`src/rtl/ub_port_arbiter.sv`:
```
// Burst arbiter and sequencer for the unified buffer access port. The host has fixed
// priority, ctrl and dma alternate round-robin, and each granted burst issues one UB access per beat.
module ub_port_arbiter #(
  parameter int ADDR_W = 9,
  parameter int DATA_W = 256,
  parameter int RD_LAT = 1
) (
  input  logic              clk,
  input  logic              rst,
  // Handshake: a requester holds req (with we/addr/count stable) until its done pulse.
  // gnt marks ownership; in every cycle where beat is high, the owner's wdata is consumed
  // (write) or one read is issued, and each read returns rvalid exactly RD_LAT cycles later.
  input  logic              host_req,
  input  logic              host_we,
  input  logic [ADDR_W-1:0] host_addr,
  input  logic [ADDR_W-1:0] host_count,
  input  logic [DATA_W-1:0] host_wdata,
  output logic              host_gnt,
  output logic              host_beat,
  output logic              host_rvalid,
  output logic              host_done,
  input  logic              ctrl_req,
  input  logic              ctrl_we,
  input  logic [ADDR_W-1:0] ctrl_addr,
  input  logic [ADDR_W-1:0] ctrl_count,
  input  logic [DATA_W-1:0] ctrl_wdata,
  output logic              ctrl_gnt,
  output logic              ctrl_beat,
  output logic              ctrl_rvalid,
  output logic              ctrl_done,
  input  logic              dma_req,
  input  logic              dma_we,
  input  logic [ADDR_W-1:0] dma_addr,
  input  logic [ADDR_W-1:0] dma_count,
  input  logic [DATA_W-1:0] dma_wdata,
  output logic              dma_gnt,
  output logic              dma_beat,
  output logic              dma_rvalid,
  output logic              dma_done,
  output logic [DATA_W-1:0] rd_data,
  output logic              ub_rd_en,
  output logic              ub_wr_en,
  output logic [ADDR_W-1:0] ub_addr,
  output logic [DATA_W-1:0] ub_wdata,
  input  logic [DATA_W-1:0] ub_rd_data,
  input  logic              ub_busy,
  output logic              arb_busy,
  output logic [1:0]        arb_owner,
  output logic [1:0]        dbg_state
);

  localparam logic [1:0] S_IDLE  = 2'd0;
  localparam logic [1:0] S_BURST = 2'd1;
  localparam logic [1:0] S_DRAIN = 2'd2;
  localparam logic [1:0] S_DONE  = 2'd3;

  localparam logic [1:0] OWN_NONE = 2'd0;
  localparam logic [1:0] OWN_HOST = 2'd1;
  localparam logic [1:0] OWN_CTRL = 2'd2;
  localparam logic [1:0] OWN_DMA  = 2'd3;

  logic [1:0]        state, state_nxt;
  logic [1:0]        owner;
  logic              we_q;
  logic [ADDR_W-1:0] addr_q;
  logic [ADDR_W-1:0] rem_q;
  logic              rr_dma;
  logic [2:0]        gnt_q;
  logic [2:0]        done_q;
  logic [RD_LAT-1:0] pipe_v;
  logic [1:0]        pipe_o [RD_LAT];

  logic [1:0]        win;
  logic              win_we;
  logic [ADDR_W-1:0] win_addr;
  logic [ADDR_W-1:0] win_count;
  logic              owner_req;
  logic              beat;
  logic              pend;

  // Bit 0 host, bit 1 ctrl, bit 2 dma.
  function automatic logic [2:0] onehot(input logic [1:0] o);
    case (o)
      OWN_HOST: onehot = 3'b001;
      OWN_CTRL: onehot = 3'b010;
      OWN_DMA:  onehot = 3'b100;
      default:  onehot = 3'b000;
    endcase
  endfunction

  // rr_dma set means dma won the last ctrl/dma contest, so ctrl wins the next tie.
  always_comb begin
    win = OWN_NONE;
    if (host_req)                 win = OWN_HOST;
    else if (ctrl_req && dma_req) win = rr_dma ? OWN_CTRL : OWN_DMA;
    else if (ctrl_req)            win = OWN_CTRL;
    else if (dma_req)             win = OWN_DMA;
  end

  always_comb begin
    win_we    = 1'b0;
    win_addr  = '0;
    win_count = '0;
    case (win)
      OWN_HOST: begin win_we = host_we; win_addr = host_addr; win_count = host_count; end
      OWN_CTRL: begin win_we = ctrl_we; win_addr = ctrl_addr; win_count = ctrl_count; end
      OWN_DMA:  begin win_we = dma_we;  win_addr = dma_addr;  win_count = dma_count;  end
      default:  ;
    endcase
  end

  always_comb begin
    owner_req = 1'b0;
    ub_wdata  = '0;
    case (owner)
      OWN_HOST: begin owner_req = host_req; ub_wdata = host_wdata; end
      OWN_CTRL: begin owner_req = ctrl_req; ub_wdata = ctrl_wdata; end
      OWN_DMA:  begin owner_req = dma_req;  ub_wdata = dma_wdata;  end
      default:  ;
    endcase
  end

  // Reads still travelling toward the rvalid stage; the last stage is being delivered now.
  always_comb begin
    pend = 1'b0;
    for (int i = 0; i < RD_LAT - 1; i++) pend = pend | pipe_v[i];
  end

  assign beat = (state == S_BURST) && owner_req && !ub_busy && (rem_q != '0);

  always_comb begin
    state_nxt = state;
    case (state)
      S_IDLE:  if (win != OWN_NONE) state_nxt = S_BURST;
      S_BURST: begin
        if (!owner_req)                        state_nxt = (!we_q && pend) ? S_DRAIN : S_DONE;
        else if (rem_q == '0)                  state_nxt = S_DONE;
        else if (beat && rem_q == ADDR_W'(1))  state_nxt = we_q ? S_DONE : S_DRAIN;
      end
      S_DRAIN: if (!pend) state_nxt = S_DONE;
      default: state_nxt = S_IDLE;
    endcase
  end

  always_ff @(posedge clk or posedge rst) begin
    if (rst) begin
      state  <= S_IDLE;
      owner  <= OWN_NONE;
      we_q   <= 1'b0;
      addr_q <= '0;
      rem_q  <= '0;
      rr_dma <= 1'b1;
      gnt_q  <= 3'b000;
      done_q <= 3'b000;
    end else begin
      state  <= state_nxt;
      done_q <= (state_nxt == S_DONE) ? onehot(owner) : 3'b000;
      case (state)
        S_IDLE: if (win != OWN_NONE) begin
          owner  <= win;
          we_q   <= win_we;
          addr_q <= win_addr;
          rem_q  <= win_count;
          gnt_q  <= onehot(win);
          if (win == OWN_CTRL)     rr_dma <= 1'b0;
          else if (win == OWN_DMA) rr_dma <= 1'b1;
        end
        S_BURST: if (beat) begin
          addr_q <= addr_q + ADDR_W'(1);
          rem_q  <= rem_q - ADDR_W'(1);
        end
        S_DONE: begin
          owner <= OWN_NONE;
          gnt_q <= 3'b000;
        end
        default: ;
      endcase
    end
  end

  // Read-return tracker: one stage per cycle of UB read latency, tagged with the owner.
  always_ff @(posedge clk or posedge rst) begin
    if (rst) begin
      pipe_v <= '0;
      for (int i = 0; i < RD_LAT; i++) pipe_o[i] <= OWN_NONE;
    end else begin
      for (int i = RD_LAT - 1; i > 0; i--) begin
        pipe_v[i] <= pipe_v[i-1];
        pipe_o[i] <= pipe_o[i-1];
      end
      pipe_v[0] <= beat && !we_q;
      pipe_o[0] <= owner;
    end
  end

  assign ub_rd_en  = beat && !we_q;
  assign ub_wr_en  = beat && we_q;
  assign ub_addr   = (state == S_BURST) ? addr_q : '0;
  assign host_beat = beat && (owner == OWN_HOST);
  assign ctrl_beat = beat && (owner == OWN_CTRL);
  assign dma_beat  = beat && (owner == OWN_DMA);

  assign host_gnt  = gnt_q[0];
  assign ctrl_gnt  = gnt_q[1];
  assign dma_gnt   = gnt_q[2];
  assign host_done = done_q[0];
  assign ctrl_done = done_q[1];
  assign dma_done  = done_q[2];

  assign host_rvalid = pipe_v[RD_LAT-1] && (pipe_o[RD_LAT-1] == OWN_HOST);
  assign ctrl_rvalid = pipe_v[RD_LAT-1] && (pipe_o[RD_LAT-1] == OWN_CTRL);
  assign dma_rvalid  = pipe_v[RD_LAT-1] && (pipe_o[RD_LAT-1] == OWN_DMA);

  assign rd_data   = ub_rd_data;
  assign arb_busy  = (state != S_IDLE);
  assign arb_owner = owner;
  assign dbg_state = state;

endmodule

```
`config.mk`:
```
export PLATFORM = sky130hd
export DESIGN_NAME = ub_port_arbiter
export DESIGN_NICKNAME = d
export VERILOG_FILES = /design/src/rtl/ub_port_arbiter.sv
export SDC_FILE = /design/constraint.sdc
export NUM_CORES = 1
export LEC_CHECK = 0
export CELL_PAD_IN_SITES_DETAIL_PLACEMENT = 0
export CELL_PAD_IN_SITES_GLOBAL_PLACEMENT = 2
export CORE_AREA = 3 3 628 630
export DETAILED_ROUTE_END_ITERATION = 7
export DIE_AREA = 0 0 631 633
export DONT_BUFFER_PORTS = 1
export PLACE_DENSITY = 0.3
export SLEW_MARGIN = 20
export SYNTH_ARGS = -nofsm -noshare
export SYNTH_HDL_FRONTEND = slang
export SYNTH_SLANG_ARGS = --single-unit
```
`constraint.sdc`:
```
create_clock -name clk -period 1.7 [get_ports clk]
set_input_delay 0.34 -clock clk [delete_from_list [all_inputs] [get_ports clk]]
set_output_delay 0.34 -clock clk [all_outputs]
set_load 0.02 [all_outputs]
```
==> impl_summary.txt <==
----------------------------------------------------
[Outcome]
  Run status ... finished, violations left
  Violated checks ... negative setup slack

[STA]
  Measured slew at the worst slew-check pin ... 0.964 ns
  Period minus WS final ... 2.71 ns
  Final Worst Setup Slack ... -1.01 ns
  Number of endpoints failing setup at the final stage ... 300
  Number of endpoints with negative hold slack in the final report ... 0
  Share of the cycle needed by the critical path after routing ... 159%
  Max transition margin ... 35.4%
  Final setup skew ... 0.0207 ns
  Unrepaired setup endpoints after global routing ... yes
  Number of max-slew violations in the final report ... 0
  Highest achievable clock rate ... 0.370 GHz
  Setup total negative slack ... -220.12 ns
  Hold WS ... 0.157 ns

[Synth]
  Count of state elements after synthesis ... 33
  Number of warnings printed during yosys synthesis ... 0
  Number of distinct library cell variants in the gate-level netlist after synthesis ... 55
  Post-Syn Nets ... 2501
  Area share of the largest cell type after synthesis ... 27.6%
  Netlist area before placement ... 0.00945 mm^2
  Number of enable flip-flop cells after synthesis ... 0
  Average footprint of a synthesized cell ... 6.70 um^2
  FFs w/ async S/R, synth ... 100%
  Synthesized netlist cell count ... 1410
  Leading cell types by total area after synthesis ... sky130_fd_sc_hd__mux2i_1 (28%), sky130_fd_sc_hd__buf_4 (20%), sky130_fd_sc_hd__o21ai_0 (16%)
  Most frequently used cell type in the post-synthesis netlist ... sky130_fd_sc_hd__o21ai_0
  Library cell with the largest summed area after synthesis ... sky130_fd_sc_hd__mux2i_1
  Ys flop type ... sky130_fd_sc_hd__dfrtp_1
  Portion of the post-synthesis area used by sequential elements ... 8.75%
  Top cell types by occurrence after synthesis ... sky130_fd_sc_hd__o21ai_0 (300), sky130_fd_sc_hd__nand2_1 (288), sky130_fd_sc_hd__mux2i_1 (261)

[Hold path]
  Hold/Removal Path Class ... in -> reg
  Cell count of the worst hold path ... 1

[Floorplanning]
  Site row count ... 229
  Core region area ... 0.389 mm^2
  Die Wd ... 631 um
  Number of top-level pins ... 1627
  Total die area ... 0.399 mm^2
  Height of the chip ... 633 um
  Starting Density ... 2.43%

[CTS]
  CTS H-tree depth ... 2
  Clk Tree Root Cell ... sky130_fd_sc_hd__clkbuf_16
  Max Buffers Root-to-Sink ... 2
  TritonCTS Buffers ... 5
  Clock input transition at the sequential cells of the worst setup and hold paths ... 0.08 ns
  Clock latency of the later-clocked register in the worst-skew pair ... 0.32 ns
  TritonCTS clock tree ... done
  Sink count of the clock tree ... 33

[Setup path]
  Critical path start-end classification ... reg -> out
  Critical path's largest stage delay ... 0.51 ns
  Largest delay share family, worst path ... buffers and inverters
  Critical path destination ... ub_wdata[89]
  Master of the slowest instance on the critical path ... sky130_fd_sc_hd__dfrtp_4
  Most frequent cell on the critical path ... sky130_fd_sc_hd__buf_12
  Worst reg2reg startpoint ... arb_owner[0]
  FF-to-FF End ... addr_q[8]
  Arrival time reported for the critical path endpoint ... 2.37 ns
  CP Launch Point ... arb_owner[0]
  Max Fanout on Critical Path ... 9
  Required @ worst endpoint ... 1.36 ns
  Depth of the critical timing path with buffers and inverters included ... 7
  Critical path endpoint category ... primary output
  Buffers and inverters on the worst path ... 5
  Sort of element at the start of the critical path ... flop
  Cell count of the worst reg-to-reg path ... 11
  Cell-by-cell listing of the critical path ... buf_4, buf_12, buf_12, buf_16, mux2i_2, o21ai_4, buf_12
  Worst setup slack for register-to-register paths ... -0.62 ns

[Global routing]
  Pin count of the biggest net entering global routing ... 44
  Overall global routing resource usage ... 10.5%
  First-pass GRT wire length ... 249 mm
  Sum of overflow across all layers after global routing ... 0
  Via count of the first global-routing pass ... 13400
  Initial antenna violation count ... 53

[Pwr]
  Peak VDD IR ... 0.537 mV
  Fraction of power spent switching nets ... 53.9%
  Fraction of power consumed by combinational cells ... 94.8%
  Internal portion of total power ... 24.6 mW
  Net Sw Power ... 28.8 mW
  Clock group share of total power ... 2.3%
  Static leakage ... 8.68 nW
  Ratio of total power to cell area ... 1920 mW/mm^2
  Register share of total power ... 2.9%

[Drt]
  Count of vias placed by the detailed router ... 12800
  Final Routed Wirelength ... 222 mm
  Routed wirelength normalized by instance count ... 32.2 um
  1st-pass router iterations ... 7
  Antenna-violating nets left ... 0
  Post-detailed-route via-to-cell ratio ... 1.85
  Residual DRC count ... 0
  Number of DRC markers after the initial detailed-route iteration ... 690

[Layout]
  Relative area change from synthesis to final layout ... 194%
  Layout cell share with drive strength beyond 1 ... 69.3%
  Final-stage net count ... 2775

[Placement]
  Number of buffers inserted by port buffering ... 0
  Routability cong. ... 0.823
  Detailed-placement wirelength estimate ... 198 mm

[Run]
  Max capacitance violation total ... 0

----------------------------------------------------
placed cells by master, fill, tap and decap left out, types with 31 or more instances in the layout:
cell type,count
sky130_fd_sc_hd__nor2_1,31
sky130_fd_sc_hd__buf_4,190
sky130_fd_sc_hd__buf_6,76
sky130_fd_sc_hd__o21ai_0,43
sky130_fd_sc_hd__o21ai_4,147
sky130_fd_sc_hd__o21ai_2,110
sky130_fd_sc_hd__mux2i_1,109
sky130_fd_sc_hd__nand2_1,195
sky130_fd_sc_hd__mux2i_2,60
sky130_fd_sc_hd__nand2_4,68
sky130_fd_sc_hd__buf_12,304
sky130_fd_sc_hd__mux2i_4,92
final cells by class:
class,instances,area [um^2]
Sequential cell,33,835
Inverter,12,52.6
Tap cell,5197,6500
Clock buffer,5,125
Clock inverter,3,46.3
Antenna cell,17,42.5
Timing Repair Buffer,627,9740
Multi-Input combinational cell,1005,10400
Fill cell,45500,361000
sequential cells by signal, indices dropped and copies added, names as in the netlist:
signal,flops
dbg_state,2
arb_owner,2
rem_q,9
pipe_v,1
rr_dma,1
gnt_q,3
we_q,1
addr_q,9
pipe_o,2
done_q,3
through the flow:
step / setup WS [ns] / instances / total power, mW / utilization [%] / cell area (um^2)
6_report: -1.01 / 6899 / 53.4 / 7.14 / 27800
4_1_cts: -1.13 / 6851 / 52.4 / 6.57 / 25600
3_3_place_gp: -1.43 / 6758 / 43.4 / 5.64 / 21900
3_5_place_dp: -1.43 / 6758 / 43.3 / 5.64 / 22000
2_1_floorplan: -0.117 / 1410 / 15.0 / - / 10300
5_1_grt: -1.07 / 6892 / 57.1 / 7.14 / 27800
power by group through the flow:
| stage | combinational [mW] | sequential, mW | clock (mW) |
|---|---|---|---|
| finish | 50.6 | 1.57 | 1.23 |
| global route | 54.2 | 1.61 | 1.33 |
| CTS | 49.5 | 1.57 | 1.33 |
| detailed placement | 41.7 | 1.58 | 0 |
| global placement | 41.9 | 1.59 | 0 |
| floorplan | 13.4 | 1.57 | 0 |
cell families (layout without fill, tap and decap cells):
kind of cell             after synthesis  count (layout)  share of synthesized area [%]
multiplexers                         262             262                           27.8
other                                  0              17                              0
buffers and inverters                372             647                           25.6
adder cells (fa/ha/maj)                4               4                          0.530
AND/OR/NAND/NOR                      381             381                           16.6
AO/OA/AOI/OAI                        358             358                           20.7
flip-flops                            33              33                           8.75
worst min-delay path by stage:
stage	startpoint	end	slack [ns]
finish	ctrl_req	rr_dma	0.16
global placement	rst	addr_q[7]	0.34
detailed placement	rst	addr_q[8]	0.33
CTS	ctrl_req	rr_dma	0.10
floorplan	rst	addr_q[0]	0.47
global route	ctrl_req	rr_dma	0.12
what timing repair did:
action / CTS / global route
resized for setup: 426 / 370
hold endpoints to repair: 26 / 0
buffers inserted: 70 / 39
cloned: 21 / 14
hold buffers: 1 / 0
endpoints found under the setup margin: 300 / 301
pin swaps: 20 / 76
metal layers:
| layer | vias up | wire (um) | track usage (%) |
|---|---|---|---|
| met2 | 1062 | 104000 | 17.3 |
| met3 | 183 | 33700 | 7.04 |
| li1 | 5247 | - | - |
| met1 | 6252 | 80000 | 11.2 |
| met4 | 32 | 3480 | 1.51 |
| met5 | - | 580 | 0.311 |
(Power assumes the default switching activity.)
